File: src/rtl/uart_pkg.sv
// Shared UART definitions: parity encodings, receiver FSM states and the
// parity helper used by both the receiver and the transmitter.
package uart_pkg;

    localparam logic [1:0] PAR_NONE = 2'd0;
    localparam logic [1:0] PAR_EVEN = 2'd1;
    localparam logic [1:0] PAR_ODD  = 2'd2;

    typedef logic [2:0] rx_state_t;

    localparam rx_state_t ST_IDLE   = 3'd0;
    localparam rx_state_t ST_START  = 3'd1;
    localparam rx_state_t ST_DATA   = 3'd2;
    localparam rx_state_t ST_PARITY = 3'd3;
    localparam rx_state_t ST_STOP   = 3'd4;

    // Expected parity bit for a zero-extended word; 0 when parity is off.
    function automatic logic par_calc(input logic [15:0] word, input logic [1:0] mode);
        case (mode)
            PAR_EVEN: return ^word;
            PAR_ODD:  return ~^word;
            default:  return 1'b0;
        endcase
    endfunction

endpackage

File: src/rtl/uart_rx_sampler.sv
// Line front end: two-flop synchroniser, falling-edge detect and a
// three-sample majority vote around the middle of each bit period.
module uart_rx_sampler
    import uart_pkg::*;
#(
    parameter int OVS = 16,
    localparam int CW = $clog2(OVS)
) (
    input  logic          clk_i,
    input  logic          rst_i,
    input  logic          tick_i,
    input  logic          rx_i,
    input  logic [CW-1:0] cnt_i,
    output logic          start_edge_o,
    output logic          bit_val_o,
    output logic          bit_strobe_o
);

    localparam logic [CW-1:0] C_MM1 = CW'(OVS / 2 - 1);
    localparam logic [CW-1:0] C_M   = CW'(OVS / 2);
    localparam logic [CW-1:0] C_MP1 = CW'(OVS / 2 + 1);

    logic [1:0] sync_q;
    logic       prev_q;
    logic       samp_mm1_q;
    logic       samp_m_q;
    logic       line;

    assign line = sync_q[1];

    always_ff @(posedge clk_i or posedge rst_i) begin
        if (rst_i) begin
            sync_q     <= 2'b11;
            prev_q     <= 1'b1;
            samp_mm1_q <= 1'b1;
            samp_m_q   <= 1'b1;
        end else begin
            sync_q <= {sync_q[0], rx_i};
            prev_q <= line;
            if (tick_i && cnt_i == C_MM1) samp_mm1_q <= line;
            if (tick_i && cnt_i == C_M)   samp_m_q   <= line;
        end
    end

    // The third sample is the live line value on the deciding tick.
    assign start_edge_o = prev_q & ~line;
    assign bit_strobe_o = tick_i && (cnt_i == C_MP1);
    assign bit_val_o    = (samp_mm1_q & samp_m_q) | (samp_mm1_q & line) | (samp_m_q & line);

endmodule

File: src/rtl/uart_rx_core.sv
// Parametrised UART receiver: frame FSM, oversampling counter, shift register
// and a one-entry valid/ready holding register with error flags.
module uart_rx_core
    import uart_pkg::*;
#(
    parameter int DATA_W    = 8,
    parameter int OVS       = 16,
    parameter int PARITY    = 0,
    parameter int STOP_BITS = 1,
    parameter int MSB_FIRST = 1
) (
    input  logic              clk_i,
    input  logic              rst_i,
    input  logic              tick_i,
    input  logic              rx_en_i,
    input  logic              rx_i,
    output logic [DATA_W-1:0] data_o,
    output logic              valid_o,
    input  logic              ready_i,
    output logic              parity_err_o,
    output logic              frame_err_o,
    output logic              overrun_o,
    output logic              busy_o
);

    localparam int CW = $clog2(OVS);
    localparam logic [CW-1:0] CNT_MAX   = CW'(OVS - 1);
    localparam logic [1:0]    PAR_MODE  = 2'(PARITY);
    localparam logic [4:0]    LAST_DATA = 5'(DATA_W - 1);
    localparam logic [4:0]    LAST_STOP = 5'(STOP_BITS - 1);

    rx_state_t         state_q, state_d;
    logic [CW-1:0]     cnt_q, cnt_d;
    logic [4:0]        bcnt_q, bcnt_d;
    logic [DATA_W-1:0] shift_q, shift_d;
    logic              perr_q, perr_d;
    logic              ferr_q, ferr_d;
    logic              commit;

    logic [DATA_W-1:0] data_q, data_d;
    logic              valid_q, valid_d;
    logic              perr_o_q, perr_o_d;
    logic              ferr_o_q, ferr_o_d;
    logic              ovr_q, ovr_d;
    logic              busy_q, busy_d;

    logic start_edge;
    logic bit_val;
    logic bit_strobe;

    uart_rx_sampler #(.OVS(OVS)) u_sampler (
        .clk_i       (clk_i),
        .rst_i       (rst_i),
        .tick_i      (tick_i),
        .rx_i        (rx_i),
        .cnt_i       (cnt_q),
        .start_edge_o(start_edge),
        .bit_val_o   (bit_val),
        .bit_strobe_o(bit_strobe)
    );

    always_comb begin
        state_d = state_q;
        cnt_d   = cnt_q;
        bcnt_d  = bcnt_q;
        shift_d = shift_q;
        perr_d  = perr_q;
        ferr_d  = ferr_q;
        commit  = 1'b0;
        if (tick_i) cnt_d = (cnt_q == CNT_MAX) ? '0 : cnt_q + CW'(1);

        case (state_q)
            ST_IDLE: begin
                cnt_d = '0;
                if (start_edge && rx_en_i) begin
                    state_d = ST_START;
                    bcnt_d  = '0;
                    shift_d = '0;
                    perr_d  = 1'b0;
                    ferr_d  = 1'b0;
                end
            end
            ST_START: begin
                if (bit_strobe) state_d = bit_val ? ST_IDLE : ST_DATA;
            end
            ST_DATA: begin
                if (bit_strobe) begin
                    if (MSB_FIRST != 0) shift_d = {shift_q[DATA_W-2:0], bit_val};
                    else                shift_d = {bit_val, shift_q[DATA_W-1:1]};
                    if (bcnt_q == LAST_DATA) begin
                        bcnt_d  = '0;
                        state_d = (PARITY != 0) ? ST_PARITY : ST_STOP;
                    end else begin
                        bcnt_d = bcnt_q + 5'd1;
                    end
                end
            end
            ST_PARITY: begin
                if (bit_strobe) begin
                    if (bit_val != par_calc(16'(shift_q), PAR_MODE)) perr_d = 1'b1;
                    state_d = ST_STOP;
                end
            end
            ST_STOP: begin
                if (bit_strobe) begin
                    if (!bit_val) ferr_d = 1'b1;
                    // Commit on the last stop decision, not at the end of the bit.
                    if (bcnt_q == LAST_STOP) begin
                        commit  = 1'b1;
                        state_d = ST_IDLE;
                    end else begin
                        bcnt_d = bcnt_q + 5'd1;
                    end
                end
            end
            default: state_d = ST_IDLE;
        endcase

        if (state_q != ST_IDLE && !rx_en_i) begin
            state_d = ST_IDLE;
            commit  = 1'b0;
        end
    end

    always_comb begin
        data_d   = data_q;
        valid_d  = valid_q;
        perr_o_d = perr_o_q;
        ferr_o_d = ferr_o_q;
        ovr_d    = 1'b0;
        busy_d   = (state_d != ST_IDLE);
        if (commit) begin
            if (!valid_q || ready_i) begin
                data_d   = shift_d;
                perr_o_d = perr_d;
                ferr_o_d = ferr_d;
                valid_d  = 1'b1;
            end else begin
                ovr_d = 1'b1;
            end
        end else if (valid_q && ready_i) begin
            valid_d = 1'b0;
        end
    end

    always_ff @(posedge clk_i or posedge rst_i) begin
        if (rst_i) begin
            state_q  <= ST_IDLE;
            cnt_q    <= '0;
            bcnt_q   <= '0;
            shift_q  <= '0;
            perr_q   <= 1'b0;
            ferr_q   <= 1'b0;
            data_q   <= '0;
            valid_q  <= 1'b0;
            perr_o_q <= 1'b0;
            ferr_o_q <= 1'b0;
            ovr_q    <= 1'b0;
            busy_q   <= 1'b0;
        end else begin
            state_q  <= state_d;
            cnt_q    <= cnt_d;
            bcnt_q   <= bcnt_d;
            shift_q  <= shift_d;
            perr_q   <= perr_d;
            ferr_q   <= ferr_d;
            data_q   <= data_d;
            valid_q  <= valid_d;
            perr_o_q <= perr_o_d;
            ferr_o_q <= ferr_o_d;
            ovr_q    <= ovr_d;
            busy_q   <= busy_d;
        end
    end

    assign data_o       = data_q;
    assign valid_o      = valid_q;
    assign parity_err_o = perr_o_q;
    assign frame_err_o  = ferr_o_q;
    assign overrun_o    = ovr_q;
    assign busy_o       = busy_q;

endmodule
File: config.mk
export PLATFORM = sky130hd
export DESIGN_NAME = uart_rx_core
export DESIGN_NICKNAME = d
export VERILOG_FILES = /design/src/rtl/uart_pkg.sv /design/src/rtl/uart_rx_sampler.sv /design/src/rtl/uart_rx_core.sv
export SDC_FILE = /design/constraint.sdc
export NUM_CORES = 1
export LEC_CHECK = 0
export CAP_MARGIN = 20
export CORE_MARGIN = 1.5
export CORE_UTILIZATION = 45
export CTS_CLUSTER_SIZE = 25
export DETAILED_ROUTE_END_ITERATION = 6
export DONT_BUFFER_PORTS = 1
export SYNTH_ARGS = -nofsm -noshare
export SYNTH_HDL_FRONTEND = slang
export SYNTH_SLANG_ARGS = --single-unit
File: constraint.sdc
create_clock -name clk_i -period 1.9 [get_ports clk_i]
set_input_delay 0 -clock clk_i [delete_from_list [all_inputs] [get_ports clk_i]]
set_output_delay 0 -clock clk_i [all_outputs]
set_load 0.005 [all_outputs]
==> impl_metrics.env, run 1 <==
export IMPL_crit_arrival_ns=2.03
export IMPL_p_sw_uw=720
export IMPL_final_cells=253
export IMPL_maxCapViolCount=0
export IMPL_r2r_end="bcnt_q[3]"
export IMPL_finish_instance_area_um2=2220
export IMPL_critPathBufInv=1
export IMPL_internal_power_uw=1590
export IMPL_rr_worst_depth=6
export IMPL_antenna_found_initial=0
export IMPL_drt_iter0_drc=75
export IMPL_clockBufferDepth=2
export IMPL_syn_area_um2=1920
export IMPL_switching_share_pct=31.2
export IMPL_synth_fa_ha_area_share_pct=3.79
export IMPL_hold_viol=0
export IMPL_track_usage_pct=18.7
export IMPL_die_h_um=68.2
export IMPL_report_final_slew_viol_count=0
export IMPL_grt_pass1_vias=1460
export IMPL_nNetsFinal=213
export IMPL_fin_tns_setup_ns=0
export IMPL_hold_path_end="cnt_q[3]"
export IMPL_syn_num_nets=197
export IMPL_core_area_um2=4060
export IMPL_cp_start_kind="flop"
export IMPL_vias=1442
export IMPL_power_density_nw_per_um2=1040
export IMPL_synth_xor_area_share_pct=0.457
export IMPL_fin_crit_ns=1.80
export IMPL_post_synth_cell_area_avg_um2=10.3
export IMPL_htreeDepth=2
export IMPL_dp_hpwl_um=2620
export IMPL_grt_remaining_overflow=0
export IMPL_wirelength_um=3740
export IMPL_dp_cells=238
export IMPL_fin_skew_ns=0.00889
export IMPL_min_delay_start="tick_i"
export IMPL_grt_pass1_wl_um=6480
export IMPL_max_slew_margin_pct=67.0
export IMPL_period_share_pct=94.7
export IMPL_status="finished, final reports clean"
export IMPL_yosys_area_share_simple_pct=26.6
export IMPL_ys_ff_latch=40
export IMPL_synth_cell_types=44
export IMPL_cts_tree="yes"
export IMPL_antenna_cells=0
export IMPL_p_leak_uw=0.00100
export IMPL_path_delay_family="simple AND/OR/NAND/NOR gates"
export IMPL_drive_above_1_share_pct=19.2
export IMPL_worstPathMaxFanout=3
export IMPL_r2r_start="bcnt_q[0]"
export IMPL_design_die_area_um2=4660
export IMPL_root_buffer="clkbuf_8"
export IMPL_grt_start_max_net_pins=41
export IMPL_die_w_um=68.2
export IMPL_floorplan_initialDensity_pct=47.2
export IMPL_ant_nets=0
export IMPL_slowest_delay_ns=0.47
export IMPL_cpMaxStageDelayCell="or4b_4"
export IMPL_synth_top_family_by_area="simple AND/OR/NAND/NOR gates"
export IMPL_crit_chain="inv_1, ha_1, or4b_4, and3_4, o32ai_2, a22o_1"
export IMPL_setup_viol=0
export IMPL_synth_compound_gate_area_share_pct=8.82
export IMPL_clock_latency_ns=0.29
export IMPL_gp_congestion=0.871
export IMPL_path_class="flop to flop"
export IMPL_wire_per_inst_um=14.8
export IMPL_cts_num_sinks=40
export IMPL_io_buffers=0
export IMPL_tightest_slew_ns=0.495
export IMPL_viasPerCell=5.70
export IMPL_firstDrtPassIters=4
export IMPL_holdPathStages=4
export IMPL_clock_fmax_ghz=0.556
export IMPL_end_kind="flop"
export IMPL_nFillCells=362
export IMPL_clk_pin_slew_worst_paths_ns=0.07
export IMPL_seq_area_frac_synth_pct=52.6
export IMPL_synth_mux_area_share_pct=4.57
export IMPL_p_comb_share_pct=23.4
export IMPL_num_rows=23
export IMPL_synth_warnings=0
export IMPL_synth_cells=186
export IMPL_postPlaceCellArea_um2=2030
export IMPL_max_vdd_ir_drop_v=0.000711
export IMPL_p_clk_share_pct=29.6
export IMPL_fin_util_pct=54.7
export IMPL_r2r_setup_slack_ns=0.1
export IMPL_ios=19
export IMPL_syn2layout_area_growth_pct=15.8
export IMPL_synth_top_cell_area_share_pct=45.7
export IMPL_synth_top_area_cell="dfrtp_1"
export IMPL_drc=0
export IMPL_hold_path_class="input port to flop"
export IMPL_synth_area_leaders="dfrtp_1, dfstp_2, nand2_1, mux2_2, nand3_1"
export IMPL_p_seq_share_pct=47.0
export IMPL_cts_buffers=5
export IMPL_cp_required_ns=2.13
registers in the layout (all words and copies together) (netlist names):
name / flops
ferr_q: 1
u_sampler.samp_mm1_q: 1
parity_err_o: 1
u_sampler.prev_q: 1
bcnt_q: 5
frame_err_o: 1
busy_o: 1
valid_o: 1
state_q: 3
cnt_q: 4
shift_q: 8
overrun_o: 1
u_sampler.samp_m_q: 1
perr_q: 1
data_o: 8
u_sampler.sync_q: 2
cells in the final DEF (no fill, tap or decap), drive strengths merged, types with 3 or more instances in the layout:
master       synthesis  layout
ha                   5       5
nand2b               5       5
dfrtp               35      35
nand3               13      13
mux2                 6       6
nand4                4       4
clkbuf               2       5
inv                  6       6
a31oi                3       3
nor2b                3       3
nand4b               3       3
nand2               32      32
dlygate4sd3          0       5
o21ai               11      11
nor3                 5       5
buf                  6      12
a21oi                5       5
nor2                12      12
dfstp                5       5
layout make-up:
| class | instances | area [um2] | area share (%) |
|---|---|---|---|
| flip-flops and latches | 40 | 1010 | 45.4 |
| repair buffers | 17 | 153 | 6.88 |
| well taps | 50 | 62.6 | 2.82 |
| multi-input cells | 132 | 862 | 38.9 |
| clock inverters | 3 | 42.5 | 1.92 |
| clock buffers | 5 | 68.8 | 3.10 |
| inverters | 6 | 22.5 | 1.02 |
worst reg2reg max path: cells and delay by family (launching register included):
kind,cells,cell delay [ns]
adders and majority gates,1,0.16
DFF,1,0.40
and+or+nand+nor,2,0.68
buffers and inverters,1,0.09
AOI/OAI and AO/OA,2,0.42
repair_timing:
item | 4_1_cts | 5_1_grt
endpoints found under the setup margin | 0 | 5
hold buffers | 5 | 0
hold endpoints to repair | 42 | 0
setup buffers | 0 | 2
gates resized for setup | 0 | 2
metrics by stage:
step | total power, uW | hold slack, ns | setup WS (ns)
global route | 2450 | 0.0453 | -0.0116
CTS | 2310 | 0.00527 | 0.0802
floorplan | 1470 | 0.00448 | 0.188
finish | 2310 | 0.0163 | 0.0999
detailed placement | 1620 | 0.00455 | 0.102
global placement | 1600 | 0.00454 | 0.119
power groups by stage:
stage	clock network, uW	logic (uW)	registers [uW]
6_report	682	541	1080
5_1_grt	727	617	1100
4_1_cts	702	528	1080
3_5_place_dp	0	518	1100
3_3_place_gp	0	502	1090
2_1_floorplan	0	407	1060
routing by layer:
layer	vias up	wire length (um)	GRT usage, %
met5	-	0	0
met2	30	1850	31.1
met1	722	1730	23.7
met4	0	39	7.25
li1	686	-	-
met3	4	126	4.11
kinds of logic after synthesis:
| group | Yosys count |
|---|---|
| fa+ha+maj | 6 |
| mux | 8 |
| flops | 40 |
| compound gates | 26 |
| buf+inv | 14 |
| xor+xnor | 1 |
| simple gates | 91 |
how the worst max path moves through the flow:
stage	from	to	cells after the start
CTS	bcnt_q[0]	bcnt_q[1]	6
detailed placement	bcnt_q[0]	bcnt_q[1]	6
global placement	bcnt_q[0]	bcnt_q[3]	6
floorplan	cnt_q[1]	bcnt_q[3]	7
finish	bcnt_q[0]	bcnt_q[3]	6
global route	bcnt_q[0]	bcnt_q[2]	6
synth_stat cells:
cell and instances:
nor3_2 1, nand4b_1 3, nand2b_1 5, nor2b_1 3, clkbuf_1 2, inv_1 6, o311ai_1 1, or4b_4 1
and4b_1 2, dfrtp_1 35, nand4bb_1 1, o32ai_2 1, mux2_2 6, a21oi_1 5, nand4_2 1, ha_1 5
nor2_1 12, o21ai_0 9, nor4_1 1, mux2i_1 2, a32o_1 1, o2bb2ai_1 1, xor2_1 1, nor4b_1 1
o31a_1 1, nand3_1 13, or3_1 1, dfstp_2 5, nand2_1 32, o21ai_1 2, nor3b_2 1, nor3_4 1
o221ai_1 1, nand3b_1 1, a22o_1 1, a31oi_1 3, and3_4 1, buf_2 6, nor3b_1 1, nand4_1 3
nor4bb_1 2, nor3_1 3, and3_1 1, maj3_1 1
No activity file was read; power rests on OpenSTA's default activity.
==> inputs of run 2 (changes only) <==
CORE_UTILIZATION = 50   (was 45)
HOLD_SLACK_MARGIN = 0.05   (was not set)
clock period = 1.8 ns   (was 1.9 ns; I/O delays follow)
==> run 2 against run 1 <==
  * Clock skew down 0.0024 ns
  * Global-route usage up 2.1 points
  * First-iteration DRC count up 56%
  * Clock-buffer cell count up 1
  * Critical path depth unchanged
  * Hold slack better by 0.13 ns
  * Fmax up 1.8%
  * Register-to-register slack worse by 0.07 ns
  * Sequential share of layout area down 1.3 points
  * Sequential power up 6%
  * Final cell count up 1.6%
==> impl_metrics.env, run 2 (synthesis results as in run 1) <==
export IMPL_grt_remaining_overflow=0
export IMPL_design_die_area_um2=4210
export IMPL_num_rows=22
export IMPL_wire_per_inst_um=15.2
export IMPL_clk_pin_slew_worst_paths_ns=0.08
export IMPL_status="finished, final reports clean"
export IMPL_io_buffers=0
export IMPL_end_kind="flop"
export IMPL_drc=0
export IMPL_multi_input_area_um2=911
export IMPL_cp_required_ns=1.97
export IMPL_r2r_setup_slack_ns=0.03
export IMPL_crit_arrival_ns=1.94
export IMPL_ant_nets=0
export IMPL_nFillCells=295
export IMPL_hold_ws_ns=0.148
export IMPL_cts_num_sinks=40
export IMPL_syn2layout_area_growth_pct=19.2
export IMPL_root_buffer="clkbuf_8"
export IMPL_max_slew_margin_pct=67.1
export IMPL_fin_skew_ns=0.00651
export IMPL_vias=1457
export IMPL_dp_hpwl_um=2630
export IMPL_grt_pass1_vias=1481
export IMPL_die_w_um=64.9
export IMPL_drive_above_1_share_pct=24.4
export IMPL_final_cell_mix="dfrtp_1, nand2_1, buf_4"
export IMPL_fin_crit_ns=1.77
export IMPL_seq_area_um2=1010
export IMPL_floorplan_initialDensity_pct=52.3
export IMPL_hold_viol=0
export IMPL_setup_viol=0
export IMPL_grt_start_max_net_pins=41
export IMPL_core_area_um2=3660
export IMPL_tightest_slew_ns=0.494
export IMPL_wirelength_um=3910
export IMPL_hold_path_class="input port to flop"
export IMPL_max_vdd_ir_drop_v=0.000700
export IMPL_ios=19
export IMPL_antenna_found_initial=0
export IMPL_cts_tree="yes"
export IMPL_maxCapViolCount=0
export IMPL_final_common_cell="dfrtp_1"
export IMPL_gp_congestion=0.824
export IMPL_worstPathMaxFanout=3
export IMPL_firstDrtPassIters=4
export IMPL_antenna_cells=0
export IMPL_fin_tns_setup_ns=0
export IMPL_htreeDepth=2
export IMPL_track_usage_pct=20.8
export IMPL_period_share_pct=98.3
export IMPL_grt_pass1_wl_um=6710
export IMPL_rsz0062_at_grt="true"
export IMPL_p_leak_uw=0.00103
export IMPL_nNetsFinal=219
export IMPL_report_final_slew_viol_count=0
export IMPL_fin_util_pct=62.4
export IMPL_viasPerCell=5.67
export IMPL_drt_iter0_drc=117
export IMPL_cts_buffers=5
export IMPL_power_density_nw_per_um2=1080
export IMPL_clock_latency_ns=0.29
export IMPL_cp_start_kind="flop"
export IMPL_die_h_um=64.9
export IMPL_clock_fmax_ghz=0.565
export IMPL_clockBufferDepth=2
export IMPL_path_class="flop to flop"
[run 2: final cells by class]
| type | instances | share of cell area (%) |
|---|---|---|
| clock buffer | 6 | 3.18 |
| clock inverter | 2 | 0.548 |
| inverter | 6 | 0.986 |
| multi-input combinational | 132 | 39.9 |
| sequential | 40 | 44.1 |
| tap | 48 | 2.63 |
| timing repair buffer | 23 | 8.66 |
[run 2: timing repair]
action	CTS	global route
gates resized for setup	1	11
buffers inserted	0	2
pin swaps	0	5
endpoints found under the setup margin	1	12
hold buffers	5	0
hold endpoints to repair	44	0
gates cloned	0	0
[run 2: through the flow]
stage,cell area [um2],cells,worst slack [ns],power (uW)
6_report,2280,257,0.0312,2470
5_1_grt,2280,257,-0.0440,2630
4_1_cts,2210,255,0.00906,2360
3_5_place_dp,2070,242,0.0137,1760
3_3_place_gp,2070,242,0.0380,1740
2_1_floorplan,1920,186,0.0878,1550
[run 2: worst paths after layout]
kind | depth (start not counted) | end | start
max | 6 | bcnt_q[2] | bcnt_q[1]
min | 3 | state_q[1] | rx_en_i
max reg2reg | 6 | bcnt_q[2] | bcnt_q[1]
min reg2reg | 0 | u_sampler.sync_q[1] | u_sampler.sync_q[0]
max in group asynchronous | 3 | u_sampler.sync_q[1] | rst_i
min in group asynchronous | 3 | state_q[0] | rst_i
[run 2: metal layers]
| metal | global-route usage, % | vias up | routed length [um] |
|---|---|---|---|
| li1 | - | 699 | - |
| met1 | 25.9 | 721 | 1740 |
| met2 | 34.5 | 33 | 1990 |
| met3 | 5.21 | 4 | 156 |
| met4 | 7.98 | 0 | 37 |
| met5 | 0 | - | 0 |
[run 2: critical path, stage by stage (launching register included)]
cell      delay, ns
dfrtp_1        0.39
inv_2          0.09
ha_4           0.13
or4b_4         0.48
and3_4         0.22
o311ai_2       0.24
nand3_1        0.10
[run 2: power breakdown]
group,internal (uW),leakage [uW],switching [uW]
Sequential,1010,0.000521,127
Clock,271,0.0000412,310
Combinational,364,0.000464,391
